==> src/rtl/i2c_slave_byte_ctrl_if.sv <==
// Host and pad signal bundle for the byte-level I2C target controller.
// Ports: ena/slave_addr/rx_ack_en/tx_* host side, rx_*/status outputs, scl_*/sda_* pads.
interface i2c_slave_byte_ctrl_if;
    logic       ena;
    logic [6:0] slave_addr;
    logic       rx_ack_en;
    logic [7:0] tx_data;
    logic       tx_valid;
    logic       tx_req;
    logic       tx_done;
    logic       tx_ack;
    logic [7:0] rx_data;
    logic       rx_valid;
    logic       start_det;
    logic       stop_det;
    logic       busy;
    logic       selected;
    logic       rw;
    logic       scl_i;
    logic       sda_i;
    logic       scl_o;
    logic       sda_o;
    logic       scl_oen;
    logic       sda_oen;

    modport slave (
        input  ena, slave_addr, rx_ack_en, tx_data, tx_valid,
        input  scl_i, sda_i,
        output tx_req, tx_done, tx_ack, rx_data, rx_valid,
        output start_det, stop_det, busy, selected, rw,
        output scl_o, sda_o, scl_oen, sda_oen
    );

    modport master (
        output ena, slave_addr, rx_ack_en, tx_data, tx_valid,
        output scl_i, sda_i,
        input  tx_req, tx_done, tx_ack, rx_data, rx_valid,
        input  start_det, stop_det, busy, selected, rw,
        input  scl_o, sda_o, scl_oen, sda_oen
    );
endinterface

==> src/rtl/i2c_slave_byte_ctrl.sv <==
// Byte-level I2C target: oversampled START/STOP detect, 7-bit address match,
// byte receive to host, host-fed byte transmit with SCL stretching.
// Ports: clk, nReset (async, active-low), bus (slave modport of i2c_slave_byte_ctrl_if).
module i2c_slave_byte_ctrl (
    input  logic                   clk,
    input  logic                   nReset,
    i2c_slave_byte_ctrl_if.slave   bus
);

    typedef enum logic [3:0] {
        IDLE, ADDR, ADDR_ACK, RX, RX_ACK, TX_WAIT, TX, TX_ACK, IGNORE
    } state_t;

    logic [1:0] scl_sync, sda_sync;
    logic       scl_dly, sda_dly;
    logic       scl_now, sda_now;
    logic       scl_rise, scl_fall, start_c, stop_c;

    state_t     state, state_n;
    logic [2:0] cnt, cnt_n;
    logic [7:0] sh, sh_n;
    logic       ph, ph_n;
    logic [7:0] rx_data_q, rx_data_n;
    logic       rw_q, rw_n;
    logic       sel_q, sel_n;
    logic       busy_q, busy_n;
    logic       sda_oen_q, sda_oen_n;
    logic       scl_oen_q, scl_oen_n;
    logic       rx_valid_q, rx_valid_n;
    logic       tx_done_q, tx_done_n;
    logic       tx_ack_q, tx_ack_n;
    logic       start_q, start_n;
    logic       stop_q, stop_n;

    // two-flop synchronizer plus one delay flop per line
    always_ff @(posedge clk or negedge nReset) begin
        if (!nReset) begin
            scl_sync <= 2'b11;
            sda_sync <= 2'b11;
            scl_dly  <= 1'b1;
            sda_dly  <= 1'b1;
        end else begin
            scl_sync <= {scl_sync[0], bus.scl_i};
            sda_sync <= {sda_sync[0], bus.sda_i};
            scl_dly  <= scl_sync[1];
            sda_dly  <= sda_sync[1];
        end
    end

    assign scl_now  = scl_sync[1];
    assign sda_now  = sda_sync[1];
    assign scl_rise = scl_now & ~scl_dly;
    assign scl_fall = ~scl_now & scl_dly;
    assign start_c  = scl_now & scl_dly & sda_dly & ~sda_now;
    assign stop_c   = scl_now & scl_dly & ~sda_dly & sda_now;

    always_ff @(posedge clk or negedge nReset) begin
        if (!nReset) begin
            state      <= IDLE;
            cnt        <= 3'd7;
            sh         <= 8'h00;
            ph         <= 1'b0;
            rx_data_q  <= 8'h00;
            rw_q       <= 1'b0;
            sel_q      <= 1'b0;
            busy_q     <= 1'b0;
            sda_oen_q  <= 1'b1;
            scl_oen_q  <= 1'b1;
            rx_valid_q <= 1'b0;
            tx_done_q  <= 1'b0;
            tx_ack_q   <= 1'b0;
            start_q    <= 1'b0;
            stop_q     <= 1'b0;
        end else begin
            state      <= state_n;
            cnt        <= cnt_n;
            sh         <= sh_n;
            ph         <= ph_n;
            rx_data_q  <= rx_data_n;
            rw_q       <= rw_n;
            sel_q      <= sel_n;
            busy_q     <= busy_n;
            sda_oen_q  <= sda_oen_n;
            scl_oen_q  <= scl_oen_n;
            rx_valid_q <= rx_valid_n;
            tx_done_q  <= tx_done_n;
            tx_ack_q   <= tx_ack_n;
            start_q    <= start_n;
            stop_q     <= stop_n;
        end
    end

    always_comb begin
        state_n    = state;
        cnt_n      = cnt;
        sh_n       = sh;
        ph_n       = ph;
        rx_data_n  = rx_data_q;
        rw_n       = rw_q;
        sel_n      = sel_q;
        busy_n     = busy_q;
        sda_oen_n  = sda_oen_q;
        rx_valid_n = 1'b0;
        tx_done_n  = 1'b0;
        tx_ack_n   = tx_ack_q;
        start_n    = 1'b0;
        stop_n     = 1'b0;

        // bus conditions take priority over any byte completion
        if (!bus.ena) begin
            state_n   = IDLE;
            sel_n     = 1'b0;
            busy_n    = 1'b0;
            sda_oen_n = 1'b1;
        end else if (start_c) begin
            state_n   = ADDR;
            cnt_n     = 3'd7;
            ph_n      = 1'b0;
            sel_n     = 1'b0;
            busy_n    = 1'b1;
            sda_oen_n = 1'b1;
            start_n   = 1'b1;
        end else if (stop_c) begin
            state_n   = IDLE;
            sel_n     = 1'b0;
            busy_n    = 1'b0;
            sda_oen_n = 1'b1;
            stop_n    = 1'b1;
        end else begin
            unique case (state)
                ADDR: begin
                    if (scl_rise) begin
                        sh_n  = {sh[6:0], sda_now};
                        cnt_n = cnt - 3'd1;
                        if (cnt == 3'd0) begin
                            if (sh[6:0] == bus.slave_addr) begin
                                rw_n    = sda_now;
                                ph_n    = 1'b0;
                                state_n = ADDR_ACK;
                            end else begin
                                state_n = IGNORE;
                            end
                        end
                    end
                end
                ADDR_ACK: begin
                    if (scl_fall) begin
                        if (!ph) begin
                            sda_oen_n = 1'b0;
                            sel_n     = 1'b1;
                            ph_n      = 1'b1;
                        end else begin
                            sda_oen_n = 1'b1;
                            cnt_n     = 3'd7;
                            state_n   = rw_q ? TX_WAIT : RX;
                        end
                    end
                end
                RX: begin
                    if (scl_rise) begin
                        sh_n  = {sh[6:0], sda_now};
                        cnt_n = cnt - 3'd1;
                        if (cnt == 3'd0) begin
                            rx_data_n  = {sh[6:0], sda_now};
                            rx_valid_n = 1'b1;
                            ph_n       = 1'b0;
                            state_n    = RX_ACK;
                        end
                    end
                end
                RX_ACK: begin
                    if (scl_fall) begin
                        if (!ph) begin
                            sda_oen_n = ~bus.rx_ack_en;
                            ph_n      = 1'b1;
                        end else begin
                            sda_oen_n = 1'b1;
                            cnt_n     = 3'd7;
                            state_n   = RX;
                        end
                    end
                end
                TX_WAIT: begin
                    if (bus.tx_valid) begin
                        sh_n      = bus.tx_data;
                        sda_oen_n = bus.tx_data[7];
                        cnt_n     = 3'd7;
                        state_n   = TX;
                    end
                end
                TX: begin
                    // seven shifts after the MSB, the 8th falling edge frees SDA
                    if (scl_fall) begin
                        if (cnt == 3'd0) begin
                            sda_oen_n = 1'b1;
                            ph_n      = 1'b0;
                            state_n   = TX_ACK;
                        end else begin
                            sh_n      = {sh[6:0], 1'b0};
                            sda_oen_n = sh[6];
                            cnt_n     = cnt - 3'd1;
                        end
                    end
                end
                TX_ACK: begin
                    if (!ph && scl_rise) begin
                        tx_done_n = 1'b1;
                        tx_ack_n  = sda_now;
                        if (sda_now) begin
                            sel_n   = 1'b0;
                            state_n = IGNORE;
                        end else begin
                            ph_n = 1'b1;
                        end
                    end else if (ph && scl_fall) begin
                        state_n = TX_WAIT;
                    end
                end
                IDLE, IGNORE: begin
                end
                default: state_n = IDLE;
            endcase
        end

        // hold SCL from one cycle after entering TX_WAIT until one cycle
        // after the byte is loaded, so SDA settles before SCL is freed
        scl_oen_n = !(bus.ena && !start_c && !stop_c && state == TX_WAIT);
    end

    assign bus.scl_o     = 1'b0;
    assign bus.sda_o     = 1'b0;
    assign bus.scl_oen   = scl_oen_q;
    assign bus.sda_oen   = sda_oen_q;
    assign bus.tx_req    = (state == TX_WAIT);
    assign bus.tx_done   = tx_done_q;
    assign bus.tx_ack    = tx_ack_q;
    assign bus.rx_data   = rx_data_q;
    assign bus.rx_valid  = rx_valid_q;
    assign bus.start_det = start_q;
    assign bus.stop_det  = stop_q;
    assign bus.busy      = busy_q;
    assign bus.selected  = sel_q;
    assign bus.rw        = rw_q;

endmodule

==> src/flat_wrapper.sv <==
// flat-port wrapper written by rule: the top's interface ports become plain ports
module i2c_slave_byte_ctrl_flat 
  (clk, nReset, bus_ena, bus_slave_addr, bus_rx_ack_en, bus_tx_data, bus_tx_valid, bus_scl_i, bus_sda_i, bus_tx_req, bus_tx_done, bus_tx_ack, bus_rx_data, bus_rx_valid, bus_start_det, bus_stop_det, bus_busy, bus_selected, bus_rw, bus_scl_o, bus_sda_o, bus_scl_oen, bus_sda_oen);
  i2c_slave_byte_ctrl_if bus_i ();
  input  logic clk;
  input  logic nReset;
  input wire logic [$bits(bus_i.ena)-1:0] bus_ena;
  input wire logic [$bits(bus_i.slave_addr)-1:0] bus_slave_addr;
  input wire logic [$bits(bus_i.rx_ack_en)-1:0] bus_rx_ack_en;
  input wire logic [$bits(bus_i.tx_data)-1:0] bus_tx_data;
  input wire logic [$bits(bus_i.tx_valid)-1:0] bus_tx_valid;
  input wire logic [$bits(bus_i.scl_i)-1:0] bus_scl_i;
  input wire logic [$bits(bus_i.sda_i)-1:0] bus_sda_i;
  output wire logic [$bits(bus_i.tx_req)-1:0] bus_tx_req;
  output wire logic [$bits(bus_i.tx_done)-1:0] bus_tx_done;
  output wire logic [$bits(bus_i.tx_ack)-1:0] bus_tx_ack;
  output wire logic [$bits(bus_i.rx_data)-1:0] bus_rx_data;
  output wire logic [$bits(bus_i.rx_valid)-1:0] bus_rx_valid;
  output wire logic [$bits(bus_i.start_det)-1:0] bus_start_det;
  output wire logic [$bits(bus_i.stop_det)-1:0] bus_stop_det;
  output wire logic [$bits(bus_i.busy)-1:0] bus_busy;
  output wire logic [$bits(bus_i.selected)-1:0] bus_selected;
  output wire logic [$bits(bus_i.rw)-1:0] bus_rw;
  output wire logic [$bits(bus_i.scl_o)-1:0] bus_scl_o;
  output wire logic [$bits(bus_i.sda_o)-1:0] bus_sda_o;
  output wire logic [$bits(bus_i.scl_oen)-1:0] bus_scl_oen;
  output wire logic [$bits(bus_i.sda_oen)-1:0] bus_sda_oen;
  assign bus_i.ena = bus_ena;
  assign bus_i.slave_addr = bus_slave_addr;
  assign bus_i.rx_ack_en = bus_rx_ack_en;
  assign bus_i.tx_data = bus_tx_data;
  assign bus_i.tx_valid = bus_tx_valid;
  assign bus_i.scl_i = bus_scl_i;
  assign bus_i.sda_i = bus_sda_i;
  assign bus_tx_req = bus_i.tx_req;
  assign bus_tx_done = bus_i.tx_done;
  assign bus_tx_ack = bus_i.tx_ack;
  assign bus_rx_data = bus_i.rx_data;
  assign bus_rx_valid = bus_i.rx_valid;
  assign bus_start_det = bus_i.start_det;
  assign bus_stop_det = bus_i.stop_det;
  assign bus_busy = bus_i.busy;
  assign bus_selected = bus_i.selected;
  assign bus_rw = bus_i.rw;
  assign bus_scl_o = bus_i.scl_o;
  assign bus_sda_o = bus_i.sda_o;
  assign bus_scl_oen = bus_i.scl_oen;
  assign bus_sda_oen = bus_i.sda_oen;
  i2c_slave_byte_ctrl u_core (.clk(clk), .nReset(nReset), .bus(bus_i));
endmodule
==> config.mk <==
export PLATFORM = sky130hd
export DESIGN_NAME = i2c_slave_byte_ctrl_flat
export DESIGN_NICKNAME = d
export VERILOG_FILES = /design/src/rtl/i2c_slave_byte_ctrl_if.sv /design/src/rtl/i2c_slave_byte_ctrl.sv /design/src/flat_wrapper.sv
export SDC_FILE = /design/constraint.sdc
export NUM_CORES = 1
export LEC_CHECK = 0
export BUFFER_PORTS_ARGS = -buffer_cell sky130_fd_sc_hd__buf_2
export CAP_MARGIN = 20
export CORE_ASPECT_RATIO = 1.5
export CORE_MARGIN = 1.5
export CORE_UTILIZATION = 50
export CTS_CLUSTER_SIZE = 24
export DETAILED_ROUTE_END_ITERATION = 6
export PLACE_DENSITY = 0.76
export SKIP_CTS_REPAIR_TIMING = 1
export SLEW_MARGIN = 20
export SYNTH_ARGS = -nofsm -noshare
export SYNTH_HDL_FRONTEND = slang
export SYNTH_SLANG_ARGS = --single-unit
==> constraint.sdc <==
create_clock -name clk -period 1.9 [get_ports clk]
set_input_delay 0 -clock clk [delete_from_list [all_inputs] [get_ports clk]]
set_output_delay 0 -clock clk [all_outputs]
set_load 0.05 [all_outputs]
==> metrics <==
Mapped Avg Cell Area=10.5 µm²; async set-reset flop share out of synthesis=100%; share of synthesized area occupied by flip-flops and latches=a little over two fifths; count of standard-cell rows=30; drt initial violations=63; Initial Util=a little over half; nature of the critical path endpoint=register; overall power=approximately 2.2 mW; Power Density=slightly above 700 nW/µm²; count of cell instances traversed by the critical path=7; Clock Tree Buf Depth=2; Total Routed Length=a little over 6 mm; transition time at the pin with the least slew margin=approximately 0.84 ns; placeable core region=between 4000 and 5000 µm²; kind of critical path=register to register; biggest cell delay along the critical path=about 0.56 ns; clock root cell=clkbuf_8; Chip Height=just under 90 µm; maximum frequency from static timing analysis=roughly 500 MHz; kind of cell adding the most delay to the critical path=compound AO/OA/AOI/OAI gates; die boundary width=59.2 µm; Worst Path Arrival=2.15 ns; sum of buffers and inverters on the critical path=1; post-layout instance count excluding filler cells=between 300 and 400; number of global-route vias before repair=between 1500 and 2000; Place WS=-0.101 ns; Post-Syn Instances=about 230; cell chain of the critical path=inv_2 > ha_4 > nor2b_2 > a211oi_1 > o21ai_2 > a21oi_2 > mux2_4; Min-Delay Path Class=primary input to register; largest net degree at the start of global routing=40; Post-synth EDFFs=0; final critical-path share of the clock period=103%; Routability Congestion=approximately 0.94; wire length of the first global-routing pass=about 9.4 mm; flip-flop cell with the highest count after synthesis=dfrtp_1; number of endpoints failing setup at the final stage=11; Slew Limit Fails=0; Final Hold Vio Count=0; area of the mapped netlist=around 2400 µm²; number of buffers created by CTS=5; Antenna Nets Post-Route=0; failing checks=setup timing; Max Fanout on Critical Path=3; final design instance area without fill=roughly 3000 µm²; number of iterations in the first detailed-routing pass=4; Req. time, crit path=between 2 and 2.5 ns; skew final=roughly 0.0074 ns; min setup slack post-route=-0.0563 ns; grt ovf=0; Port-buffer cells=40; clock transition at the register clock pins on the worst setup and hold paths after CTS=roughly 0.080 ns; post-detailed-route via-to-cell ratio=between 5 and 6; total negative setup slack=-0.245 ns; number of H-tree levels=2; clock sink count=39; number of maximum-capacitance violations=0; initial antenna violation count=0; worst-path cell with the longest stage delay=dfstp_2; library cells used by synthesis=64; status=finished, violations left; net total in the final layout=roughly 320; GRT Overall Usage=24.4%; I/O pin cnt=between 40 and 50; Synth Register Bits=39; layout cell share with drive strength beyond 1=about 47%; number of vias in the routed layout=2071; Synthesis Warnings=0; Die ar.=between 5000 and 6000 µm²; worst-skew pair later-pin latency=0.30 ns; average wire per standard cell=about 17 µm; cell depth of the worst min-delay path=3; worst relative slew slack=around 44%; area delta synth->final=29.8%; Reg2Reg Depth=7; RSZ-0062 raised after global routing=true; nature of the critical path startpoint=register; leakage power figure=~1.4 nW; Placed Instances=341; Max IR drop VDD=between 0.0005 and 0.0006 V; # DRC=0; min Tclk post-route=between 1.5 and 2 ns; estimated wirelength of the detail-placed design=~4.3 mm; CTS tree=done; post-placement cell area=approximately 2800 µm²; number of inserted diodes=0
worst paths after layout:
check / start / end / slack [ns]
max reg2reg: u_core.cnt[0]$_DFFE_PN1P_ / u_core.state[3]$_DFFE_PN0P_ / -0.06
min in group asynchronous: nReset / u_core.bus.rx_data[0]$_DFFE_PN0P_ / 0.34
min: bus_tx_data[6] / u_core.sh[6]$_DFFE_PN0P_ / 0.04
max in group asynchronous: nReset / u_core.bus.rx_data[1]$_DFFE_PN0P_ / 1.03
min reg2reg: u_core.sda_sync[0]$_DFF_PN1_ / u_core.sda_sync[1]$_DFF_PN1_ / 0.36
max: u_core.cnt[0]$_DFFE_PN1P_ / u_core.state[3]$_DFFE_PN0P_ / -0.06
metal layers:
layer  share of wire [%]  up-vias  global-route usage, %
li1                    -      942                      -
met1                  37     1020                   27.3
met2                  54       84                   42.1
met3                 4.2       25                   3.71
met4                 4.8        0                   15.3
met5                   0        -                      0
report_power, final:
part / switching, mW / total (mW) / internal (mW)
Combinational: 0.231 / 0.472 / 0.241
Sequential: 0.0491 / 0.948 / 0.899
Clock: 0.324 / 0.795 / 0.471
Total: 0.604 / 2.22 / 1.61
kinds of logic (layout without fill, tap and decap cells):
kind of cell / count (synthesis) / count (layout) / share of synthesized area, %
and+or+nand+nor: 75 / 75 / 18.6
xor gates and xnor gates: 9 / 9 / 3.33
other: 1 / 2 / 0.158
AOI/OAI and AO/OA: 47 / 47 / 16.2
buffers and inverters: 23 / 90 / 5.18
DFF: 39 / 39 / 41.8
adders and majority gates: 2 / 2 / 1.06
muxes: 29 / 29 / 13.7
state kept, by name, indices dropped and copies added (netlist names), 2 cells and up:
name and flops:
u_core.state 4, u_core.sh 7, u_core.bus.rx_data 8, u_core.sda_sync 2
u_core.scl_sync 2, u_core.cnt 3
cells in the mapped netlist, types with 2 or more instances:
master	n	share of area, %
nand2b_1	7	1.8
and2_1	3	0.79
o21ai_0	9	1.9
dfstp_2	11	12
buf_2	5	1.1
a21oi_1	4	0.85
nand4b_1	2	0.74
nand3_1	9	1.9
inv_1	7	1.1
xor2_1	3	1.1
nor3_1	6	1.3
a211oi_1	2	0.63
nand4_1	2	0.53
or3_1	2	0.53
a31o_2	2	0.74
nand2_1	18	2.9
mux2_2	17	8.1
o31ai_1	4	1.3
clkbuf_1	3	0.48
a31oi_1	2	0.53
mux2_1	10	4.8
xnor2_1	6	2.2
a2bb2oi_1	2	0.74
dfrtp_1	28	30
ha_1	2	1.1
and3_1	2	0.53
nor2_1	9	1.4
mux2i_1	2	0.85
buf_4	6	1.9
nor2b_1	6	1.6
layout make-up:
cell class	count	area, µm²
Timing Repair Buffer	75	490
Clock buffer	6	93.8
Inverter	7	26.3
Sequential cell	39	990
Fill cell	330	1470
Clock inverter	2	37.5
Tap cell	64	80.1
Multi-Input combinational cell	164	1350
worst register-to-register path: stages, from the launching register on:
cell and delay, ns:
dfstp_2 0.56, inv_2 0.06, ha_4 0.15, nor2b_2 0.17, a211oi_1 0.28, o21ai_2 0.11
a21oi_2 0.21, mux2_4 0.32
layout by cell type, fill, tap and decap left out, drive strengths merged, types with 3 or more instances in the layout:
master / netlist / final
inv: 7 / 7
nand3: 9 / 9
nand4b: 3 / 3
xnor2: 6 / 6
buf: 13 / 70
nor2b: 7 / 7
mux2: 27 / 27
dfstp: 11 / 11
dfrtp: 28 / 28
clkbuf: 3 / 7
a21oi: 5 / 5
and2: 3 / 3
nor3: 6 / 6
nor2: 10 / 10
dlygate4sd3: 0 / 4
a31oi: 3 / 3
o31ai: 4 / 4
xor2: 3 / 3
nand2b: 7 / 7
nand2: 18 / 18
o21ai: 10 / 10
stage by stage:
step,util [%],hold slack [ns]
final,67.6,0.0376
after floorplan,-,-0.296
after detailed placement,60.9,0.107
after global routing,67.6,0.0620
after CTS,63.7,-0.215
after global placement,60.9,0.105
(Power assumes the default switching activity.)
